File: config.mk
export PLATFORM = sky130hd
export DESIGN_NAME = fft_peak_detect
export DESIGN_NICKNAME = d
export VERILOG_FILES = /design/src/rtl/fft_peak_pkg.sv /design/src/rtl/fft_mag_calc.sv /design/src/rtl/fft_peak_detect.sv
export SDC_FILE = /design/constraint.sdc
export NUM_CORES = 1
export LEC_CHECK = 0
export ABC_AREA = 1
export BUFFER_PORTS_ARGS = -buffer_cell sky130_fd_sc_hd__buf_2
export CORE_MARGIN = 1.5
export CORE_UTILIZATION = 30
export CTS_CLUSTER_DIAMETER = 30
export DETAILED_ROUTE_END_ITERATION = 7
export PLACE_DENSITY = 0.48
export SYNTH_ARGS = -nofsm -noshare
export SYNTH_HDL_FRONTEND = slang
export SYNTH_SLANG_ARGS = --single-unit
File: constraint.sdc
create_clock -name i_clk -period 10 [get_ports i_clk]
set_input_delay 3 -clock i_clk [delete_from_list [all_inputs] [get_ports i_clk]]
set_output_delay 3 -clock i_clk [all_outputs]
set_load 0.1 [all_outputs]
File: src/rtl/fft_peak_pkg.sv
// Shared encodings for the FFT peak detector: magnitude modes, frame FSM states
// and the magnitude width helper.
package fft_peak_pkg;

   localparam int unsigned MAG_L1   = 0;
   localparam int unsigned MAG_AMBM = 1;
   localparam int unsigned MAG_L2   = 2;

   typedef enum logic {
      IDLE   = 1'b0,
      ACTIVE = 1'b1
   } state_e;

   // Wide enough for re^2 + im^2 with re = im = -2^(DW-1).
   function automatic int unsigned mag_width(input int unsigned dw);
      return 2 * dw + 1;
   endfunction

endpackage

File: src/rtl/fft_mag_calc.sv
// One-stage registered magnitude unit: |re|,|im| then L1, alpha-max-beta-min
// or squared L2 magnitude selected at elaboration time.
module fft_mag_calc
   import fft_peak_pkg::*;
#(
   parameter int unsigned DW       = 16,
   parameter int unsigned MAG_MODE = MAG_L1,
   localparam int unsigned MW      = mag_width(DW)
) (
   input  logic          i_clk,
   input  logic          i_rst,
   input  logic          i_valid,
   input  logic [DW-1:0] i_re,
   input  logic [DW-1:0] i_im,
   output logic [MW-1:0] o_mag
);

   logic [DW-1:0] w_abs_re;
   logic [DW-1:0] w_abs_im;
   logic [DW-1:0] w_max;
   logic [DW-1:0] w_min;
   logic [MW-1:0] w_mag;
   logic [MW-1:0] r_mag;

   // DW-bit unsigned result keeps |-2^(DW-1)| exact.
   assign w_abs_re = i_re[DW-1] ? (~i_re + 1'b1) : i_re;
   assign w_abs_im = i_im[DW-1] ? (~i_im + 1'b1) : i_im;

   assign w_max = (w_abs_re >= w_abs_im) ? w_abs_re : w_abs_im;
   assign w_min = (w_abs_re >= w_abs_im) ? w_abs_im : w_abs_re;

   always_comb begin
      w_mag = '0;
      case (MAG_MODE)
         MAG_L1:   w_mag = MW'(w_abs_re) + MW'(w_abs_im);
         MAG_AMBM: w_mag = MW'(w_max) + MW'(w_min >> 1);
         default:  w_mag = MW'(w_abs_re) * MW'(w_abs_re) + MW'(w_abs_im) * MW'(w_abs_im);
      endcase
   end

   always_ff @(posedge i_clk) begin
      if (i_rst) begin
         r_mag <= '0;
      end else if (i_valid) begin
         r_mag <= w_mag;
      end
   end

   assign o_mag = r_mag;

endmodule

File: src/rtl/fft_peak_detect.sv
// Streaming peak-bin detector: per-bin magnitude, windowed strict-max search,
// frame-sequence checking and a per-frame result strobe three cycles after s_last.
module fft_peak_detect
   import fft_peak_pkg::*;
#(
   parameter int unsigned DW       = 16,
   parameter int unsigned N_LOG2   = 10,
   parameter int unsigned BIN_LO   = 1,
   parameter int unsigned BIN_HI   = 511,
   parameter int unsigned MAG_MODE = 0,
   parameter int unsigned FS_HZ    = 1000000,
   parameter int unsigned FW       = 32
) (
   input  logic              i_clk,
   input  logic              i_rst,
   input  logic              i_s_valid,
   input  logic [2*DW-1:0]   i_s_data,
   input  logic [N_LOG2-1:0] i_s_index,
   input  logic              i_s_last,
   input  logic [2*DW:0]     i_cfg_threshold,
   output logic              o_peak_valid,
   output logic              o_peak_found,
   output logic [N_LOG2-1:0] o_peak_index,
   output logic [2*DW:0]     o_peak_mag,
   output logic [DW-1:0]     o_peak_re,
   output logic [DW-1:0]     o_peak_im,
   output logic [FW-1:0]     o_peak_freq,
   output logic              o_frame_err
);

   localparam int unsigned MW = mag_width(DW);
   localparam int unsigned PW = N_LOG2 + 32;
   localparam logic [N_LOG2-1:0] LAST_IDX = '1;
   localparam logic [N_LOG2-1:0] LO_IDX   = N_LOG2'(BIN_LO);
   localparam logic [N_LOG2-1:0] HI_IDX   = N_LOG2'(BIN_HI);

   logic [DW-1:0] w_re;
   logic [DW-1:0] w_im;
   assign w_re = i_s_data[2*DW-1:DW];
   assign w_im = i_s_data[DW-1:0];

   // ---------------- frame FSM ----------------
   state_e            r_state;
   logic [N_LOG2-1:0] r_exp;
   logic              r_err;
   logic [N_LOG2-1:0] w_exp;
   logic              w_frame_err;

   assign w_exp = (r_state == ACTIVE) ? r_exp : '0;
   // Last beat must sit on N-1, and reaching N-1 without last is a wrap.
   assign w_frame_err = ((r_state == ACTIVE) && r_err) || (i_s_index != w_exp) ||
                        (i_s_last != (i_s_index == LAST_IDX));

   always_ff @(posedge i_clk) begin
      if (i_rst) begin
         r_state <= IDLE;
         r_exp   <= '0;
         r_err   <= 1'b0;
      end else if (i_s_valid) begin
         if (i_s_last) begin
            r_state <= IDLE;
            r_exp   <= '0;
            r_err   <= 1'b0;
         end else begin
            r_state <= ACTIVE;
            r_exp   <= i_s_index + 1'b1;
            r_err   <= w_frame_err;
         end
      end
   end

   // ---------------- stage 1 ----------------
   logic [MW-1:0]     w_s1_mag;
   logic              r_s1_valid;
   logic              r_s1_last;
   logic [N_LOG2-1:0] r_s1_index;
   logic [DW-1:0]     r_s1_re;
   logic [DW-1:0]     r_s1_im;
   logic              r_s1_err;
   logic [MW-1:0]     r_s1_thr;

   fft_mag_calc #(
      .DW       (DW),
      .MAG_MODE (MAG_MODE)
   ) u_mag (
      .i_clk   (i_clk),
      .i_rst   (i_rst),
      .i_valid (i_s_valid),
      .i_re    (w_re),
      .i_im    (w_im),
      .o_mag   (w_s1_mag)
   );

   always_ff @(posedge i_clk) begin
      if (i_rst) begin
         r_s1_valid <= 1'b0;
         r_s1_last  <= 1'b0;
         r_s1_index <= '0;
         r_s1_re    <= '0;
         r_s1_im    <= '0;
         r_s1_err   <= 1'b0;
         r_s1_thr   <= '0;
      end else begin
         r_s1_valid <= i_s_valid;
         if (i_s_valid) begin
            r_s1_last  <= i_s_last;
            r_s1_index <= i_s_index;
            r_s1_re    <= w_re;
            r_s1_im    <= w_im;
            r_s1_err   <= w_frame_err;
            if (i_s_last) begin
               r_s1_thr <= i_cfg_threshold;
            end
         end
      end
   end

   // ---------------- stage 2: windowed search ----------------
   logic              w_in_win;
   logic [MW-1:0]     w_nx_mag;
   logic [N_LOG2-1:0] w_nx_index;
   logic [DW-1:0]     w_nx_re;
   logic [DW-1:0]     w_nx_im;
   logic              w_nx_inwin;
   logic [MW-1:0]     r_best_mag;
   logic [N_LOG2-1:0] r_best_index;
   logic [DW-1:0]     r_best_re;
   logic [DW-1:0]     r_best_im;
   logic              r_best_inwin;

   assign w_in_win = (r_s1_index >= LO_IDX) && (r_s1_index <= HI_IDX);

   always_comb begin
      w_nx_mag   = r_best_mag;
      w_nx_index = r_best_index;
      w_nx_re    = r_best_re;
      w_nx_im    = r_best_im;
      w_nx_inwin = r_best_inwin;
      if (r_s1_valid && w_in_win) begin
         w_nx_inwin = 1'b1;
         // Strict compare keeps the lowest index on ties.
         if (w_s1_mag > r_best_mag) begin
            w_nx_mag   = w_s1_mag;
            w_nx_index = r_s1_index;
            w_nx_re    = r_s1_re;
            w_nx_im    = r_s1_im;
         end
      end
   end

   logic              r_res_pend;
   logic [MW-1:0]     r_res_mag;
   logic [N_LOG2-1:0] r_res_index;
   logic [DW-1:0]     r_res_re;
   logic [DW-1:0]     r_res_im;
   logic              r_res_inwin;
   logic              r_res_err;
   logic [MW-1:0]     r_res_thr;

   always_ff @(posedge i_clk) begin
      if (i_rst) begin
         r_best_mag   <= '0;
         r_best_index <= '0;
         r_best_re    <= '0;
         r_best_im    <= '0;
         r_best_inwin <= 1'b0;
         r_res_pend   <= 1'b0;
         r_res_mag    <= '0;
         r_res_index  <= '0;
         r_res_re     <= '0;
         r_res_im     <= '0;
         r_res_inwin  <= 1'b0;
         r_res_err    <= 1'b0;
         r_res_thr    <= '0;
      end else begin
         r_res_pend <= 1'b0;
         if (r_s1_valid && r_s1_last) begin
            r_res_pend   <= 1'b1;
            r_res_mag    <= w_nx_mag;
            r_res_index  <= w_nx_index;
            r_res_re     <= w_nx_re;
            r_res_im     <= w_nx_im;
            r_res_inwin  <= w_nx_inwin;
            r_res_err    <= r_s1_err;
            r_res_thr    <= r_s1_thr;
            r_best_mag   <= '0;
            r_best_index <= '0;
            r_best_re    <= '0;
            r_best_im    <= '0;
            r_best_inwin <= 1'b0;
         end else begin
            r_best_mag   <= w_nx_mag;
            r_best_index <= w_nx_index;
            r_best_re    <= w_nx_re;
            r_best_im    <= w_nx_im;
            r_best_inwin <= w_nx_inwin;
         end
      end
   end

   // ---------------- output stage with frequency multiply ----------------
   logic [PW-1:0]     w_prod;
   logic              r_pk_valid;
   logic              r_pk_found;
   logic [N_LOG2-1:0] r_pk_index;
   logic [MW-1:0]     r_pk_mag;
   logic [DW-1:0]     r_pk_re;
   logic [DW-1:0]     r_pk_im;
   logic [FW-1:0]     r_pk_freq;
   logic              r_pk_err;

   assign w_prod = PW'(r_res_index) * PW'(FS_HZ);

   always_ff @(posedge i_clk) begin
      if (i_rst) begin
         r_pk_valid <= 1'b0;
         r_pk_found <= 1'b0;
         r_pk_index <= '0;
         r_pk_mag   <= '0;
         r_pk_re    <= '0;
         r_pk_im    <= '0;
         r_pk_freq  <= '0;
         r_pk_err   <= 1'b0;
      end else begin
         r_pk_valid <= r_res_pend;
         if (r_res_pend) begin
            r_pk_found <= r_res_inwin && (r_res_mag >= r_res_thr);
            r_pk_index <= r_res_index;
            r_pk_mag   <= r_res_mag;
            r_pk_re    <= r_res_re;
            r_pk_im    <= r_res_im;
            r_pk_freq  <= FW'(w_prod >> N_LOG2);
            r_pk_err   <= r_res_err;
         end
      end
   end

   assign o_peak_valid = r_pk_valid;
   assign o_peak_found = r_pk_found;
   assign o_peak_index = r_pk_index;
   assign o_peak_mag   = r_pk_mag;
   assign o_peak_re    = r_pk_re;
   assign o_peak_im    = r_pk_im;
   assign o_peak_freq  = r_pk_freq;
   assign o_frame_err  = r_pk_err;

endmodule

Word level (Yosys, flattened, before mapping). Index checks and enable logic that the tools add are counted.

Flip-flop bits (word level): 408. Memories kept: 0. Latch bits: 0. Memory bits (read-only): 0. RAM bits: 0. Input port bits: 79.

$mul: 1. $add $sub $neg: 4. $lt $le $gt $ge: 4. Divide/modulo/power cells: 0. Bitwise operators: 2. Multiplexer cells: 16. Reductions and logical operators: 9. Shift operators: 0. Equal/unequal tests: 3.

Operator list (number): 2-to-1 mux 16 bit (6); 2-to-1 mux 33 bit (2); 2-to-1 mux 10 bit (4); greater-or-equal comparator 33 bit (1); greater-than comparator 33 bit (1); adder 16 x 1 -> 16 bit, second input constant (2); NOT 16 bit (2); multiplier 10 x 14 -> 24 bit, second input constant (1); adder 16 x 16 -> 17 bit (1); adder 10 x 1 -> 10 bit, second input constant (1); == test 10 bit, second input constant (1); greater-or-equal comparator 10 x 1 -> 1 bit, second input constant (1); less-or-equal comparator 10 x 9 -> 1 bit, second input constant (1); inequality test 10 bit (1); logical AND 1 bit (5); 2-to-1 mux 1 bit (4); logical OR 1 bit (2); AND reduction 2 bit (1); OR reduction 2 bit (1); inequality test 1 bit (1).

Logic depth before layout (Yosys ltp).
Depth after elaboration: 5. Depth in mapped cells: 20. Gate-level depth less buffers: 20.

Hierarchy. From an unflattened synthesis, not the netlist that was laid out.

Cells, all modules: 2866. Area, all modules: 20485.9 µm².

By module, submodules not included: fft_peak_detect (area an instance 18036.0 µm², cells each 2443, sequential area each 7507.2 µm², times used 1); fft_mag_calc (area an instance 2449.8 µm², cells each 423, sequential area each 340.3 µm², times used 1).

Worst setup path before layout. No wires, ideal clock.

Path type: input-to-reg. From: in i_s_data[17]. To: reg u_mag.r_mag[15] (netlist: u_mag.o_mag[15]). Path buffers: 0. Data required time: 9891 ps. Cell stages on the path: 17. Arrival: 5145 ps. Setup slack: 4746 ps. Cells stage by stage: inv_1 -> ha_1 -> nand3_1 -> nor3_1 -> nand2_1 -> o31ai_1 -> nand2_1 -> xor2_1 -> ha_1 -> nand2_1 -> nor3_1 -> and2_1 -> nand2_1 -> nand3_1 -> nand3_1 -> nand2_1 -> inv_1.

Word-level cells in the longest chain between the ends: 4.

RTL lines: start: declaration (RTL line fft_peak_detect.sv:17) `input logic [2*DW-1:0] i_s_data,`; NOT 16 bit (RTL line fft_mag_calc.sv:26) `assign w_abs_re = i_re[DW-1] ? (~i_re + 1'b1) : i_re;`; adder 16 x 1 -> 16 bit (RTL line fft_mag_calc.sv:26); 2-to-1 mux 16 bit (*) (RTL line fft_mag_calc.sv:26); adder 16 x 16 -> 17 bit (*) (RTL line fft_mag_calc.sv:35) `MAG_L1: w_mag = MW'(w_abs_re) + MW'(w_abs_im);`; end signal: assignment (RTL line fft_mag_calc.sv:45) `r_mag <= w_mag;`; end: declaration (RTL line fft_mag_calc.sv:23) `logic [MW-1:0] r_mag;`.

Mark *: on every way between the ends. The rest lies on a longest branch, timed or not. A chain may end at the register's enable or synchronous reset.

Final worst setup path.
From: in i_s_valid. To: reg r_s1_thr[25].

Word-level cells in the longest chain between the ends: 1.

RTL lines: start: declaration (RTL line fft_peak_detect.sv:16) `input logic i_s_valid,`; AND reduction 2 bit (no line); end signal: assignment (RTL line fft_peak_detect.sv:112) `r_s1_thr <= i_cfg_threshold;`; end: declaration (RTL line fft_peak_detect.sv:80) `logic [MW-1:0] r_s1_thr;`.

Every way passes these cells.

==> results by group <==
Yosys
  – Warnings from Yosys: 0
  – Main flop type after synthesis: dfxtp_1
  – Post-synth EDFFs: 0
  – Synthesized area: 19,300 µm²
  – Post-synth ARST share: 0%
  – Synth top area cells: dfxtp_1, nand2_1, ha_1
  – Most frequent cell after synthesis: nand2_1
  – Synth Instances: 2,635
  – Count of unique library cells instantiated by Yosys: 41
  – Register bit total from synthesis: 392
  – Synth area leader: dfxtp_1
  – Avg Cell Area, Syn: 7.33 µm²
  – Most frequent cells after synthesis: nand2_1, dfxtp_1, nor2_1, inv_1, o21ai_0
  – Top cell type's share of synthesized area: 40.6%
  – Post-synthesis sequential area ratio: 40.6%

Placed design
  – Post-DP HPWL: 40,100 µm
  – Placed instance area: 20,900 µm²
  – RD Place Congestion: 0.851
  – Number of port buffers: 176

Drt
  – Drt drc: 0
  – Initial drt markers: 809
  – Drt pass-1 iters: 5
  – DR vias/cell: 4.63
  – DR vias: 17,300
  – Routed Antenna Nets: 0
  – Drt wl/cell: 15.3 µm
  – Routed WL: 57,200 µm

Critical path
  – Crit Path Max Fanout: 76
  – R2r endpoint: o_peak_freq[16]
  – Path depth of the worst reg2reg path: 18
  – RR Startpoint: r_res_index[3]
  – Type of origin of the critical path: input port
  – WP data required: 10.54 ns
  – Arrival @ worst endpoint: 6.05 ns
  – CP Capture Type: register
  – Critical path class: input port to register
  – R2r setup slk: 5.19 ns

Floorplan
  – Starting Density: 30.5%
  – Die width: 257 µm
  – Die area: 65,900 µm²
  – Core area: 63,300 µm²
  – I/O pin cnt: 189
  – Num rows: 92
  – Die Ht: 257 µm

Job
  – Maximum Capacitance Violations: 0

STA
  – Clk_skew: 0.0235 ns
  – Final min period: 5.51 ns
  – Slew headroom: 15.2%
  – Max Fclk: 182 MHz
  – RSZ-0062 raised after global routing: no
  – Worst Max-Slew Pin Slew: 1.27 ns
  – Number of setup violations in the final report: 0
  – Final Hold Viols: 0
  – Fin Setup TNS: 0 ns
  – Max Slew Vio Count: 0
  – Period utilization: 55.1%

Outcome
  – Status: completed

Clock network
  – Root Buffer: clkbuf_16
  – Clock latency on the worst-skew pair: 0.63 ns
  – CTS tree: yes
  – Largest buffer count on any clock path: 3
  – Setup bufs post-CTS: 0
  – Reg clk slew, reported paths: 0.05 ns
  – Htree depth: 3
  – Hold-fix buffers, CTS: 0
  – Num CTS Buffers: 99
  – Clock sinks: 392
  – Post-cts sizing count: 0

Finish
  – Syn-to-layout area delta: 25.6%
  – Area of the multi-input gates: 9660 µm²
  – Register Area: 7850 µm²
  – Cell area after layout: 24,300 µm²
  – Nets: 3,049
  – Layout cells sized above 1: 13.1%
  – Fill count: 6,690

Hold path
  – End of the worst hold path: r_best_mag[24]
  – Hold crit path type: register to register
  – Worst Hold Depth: 2
  – Min-delay src: r_best_mag[24]

GRT
  – Initial antenna violation count: 2
  – GRT overflow: 0
  – First-pass GRT wire length: 91,800 µm
  – Overall Global Routing Usage: 17.4%
  – Vias in the first global route: 16,800
  – Largest net degree at the start of global routing: 92

Pwr
  – Power Dens Cells: 228 nW/µm²
  – VDD IR max: 0.145 mV
  – P_leak: 12.0 nW
[through the flow]
stage / total power, mW / instances / worst slack (ns) / hold WS, ns / util, %
3_5_place_dp: 2.36 / 3548 / 3.82 / 0.432 / 32.9
6_report: 5.54 / 3727 / 4.49 / 0.437 / 38.3
2_1_floorplan: 2.18 / 2646 / 4.75 / 0.420 / -
3_3_place_gp: 2.36 / 3548 / 3.95 / 0.427 / 32.9
5_1_grt: 5.78 / 3727 / 4.11 / 0.453 / 38.3
4_1_cts: 5.61 / 3725 / 4.49 / 0.439 / 38.3
[cell usage in the layout (no fill, tap or decap), drive strengths merged, types with 5 or more instances in the layout]
cell type,count
a21o,5
a21oi,146
a31oi,5
buf,189
bufinv,11
clkbuf,130
clkinv,20
clkinvlp,11
conb,12
dfxtp,392
fa,26
ha,141
inv,352
nand2,501
nand3,120
nand4,83
nor2,374
nor3,18
o21ai,246
o22ai,16
xnor2,15
xor2,34
[registers in the layout, indices dropped and copies added (netlist names), 17 cells and up]
| name | flops |
|---|---|
| o_peak_mag | 33 |
| r_best_mag | 33 |
| r_res_mag | 33 |
| r_res_thr | 33 |
| r_s1_thr | 33 |
| o_peak_freq | 20 |
| u_mag.o_mag | 17 |
[worst max path at each step]
stage,cells after the start,startpoint,endpoint
after detailed placement,6,i_s_valid,r_s1_thr[25]
final,6,i_s_valid,r_s1_thr[25]
after CTS,6,i_s_valid,r_s1_thr[25]
after global routing,6,i_s_valid,r_s1_thr[6]
after floorplan,17,i_s_data[17],u_mag.o_mag[15]
after global placement,7,i_rst,r_res_thr[5]
[cells by family after synthesis]
family,share of synthesized area (%)
fa+ha+maj,11.8
flops,40.6
buf+inv,9.71
compound gates,11.8
simple gates,23.8
xor+xnor,2.22
other cells,0.0194
[power breakdown]
group	leakage, nW	internal, mW	switching [mW]	total [mW]
Sequential	3.19	1.64	0.0385	1.68
Clock	1.65	2.23	0.970	3.20
Combinational	7.13	0.179	0.473	0.652
[final cells by class]
| class | instances | area share [%] |
|---|---|---|
| antenna | 2 | 0.0206 |
| sequential | 392 | 32.4 |
| clock inverter | 47 | 2.51 |
| multi-input combinational | 1774 | 39.8 |
| clock buffer | 130 | 11.5 |
| timing repair buffer | 189 | 4.03 |
| tap | 846 | 4.36 |
| inverter | 347 | 5.38 |
[per-layer routing]
metal | part of all wire [%] | track usage, % | routed length, µm
met4 | 2.0 | 5.20 | 1160
met5 | 0 | 0 | 0
met1 | 50 | 24.3 | 28500
met2 | 44 | 26.8 | 25100
met3 | 4.3 | 3.43 | 2470
[critical path, cell delays in order]
cell and delay, ns:
buf_2 0.08, buf_4 0.54, nand2_1 0.85, inv_1 1.25
nor2_1 0.08, nor2_1 0.17
Power figures use the tool's default switching activity.
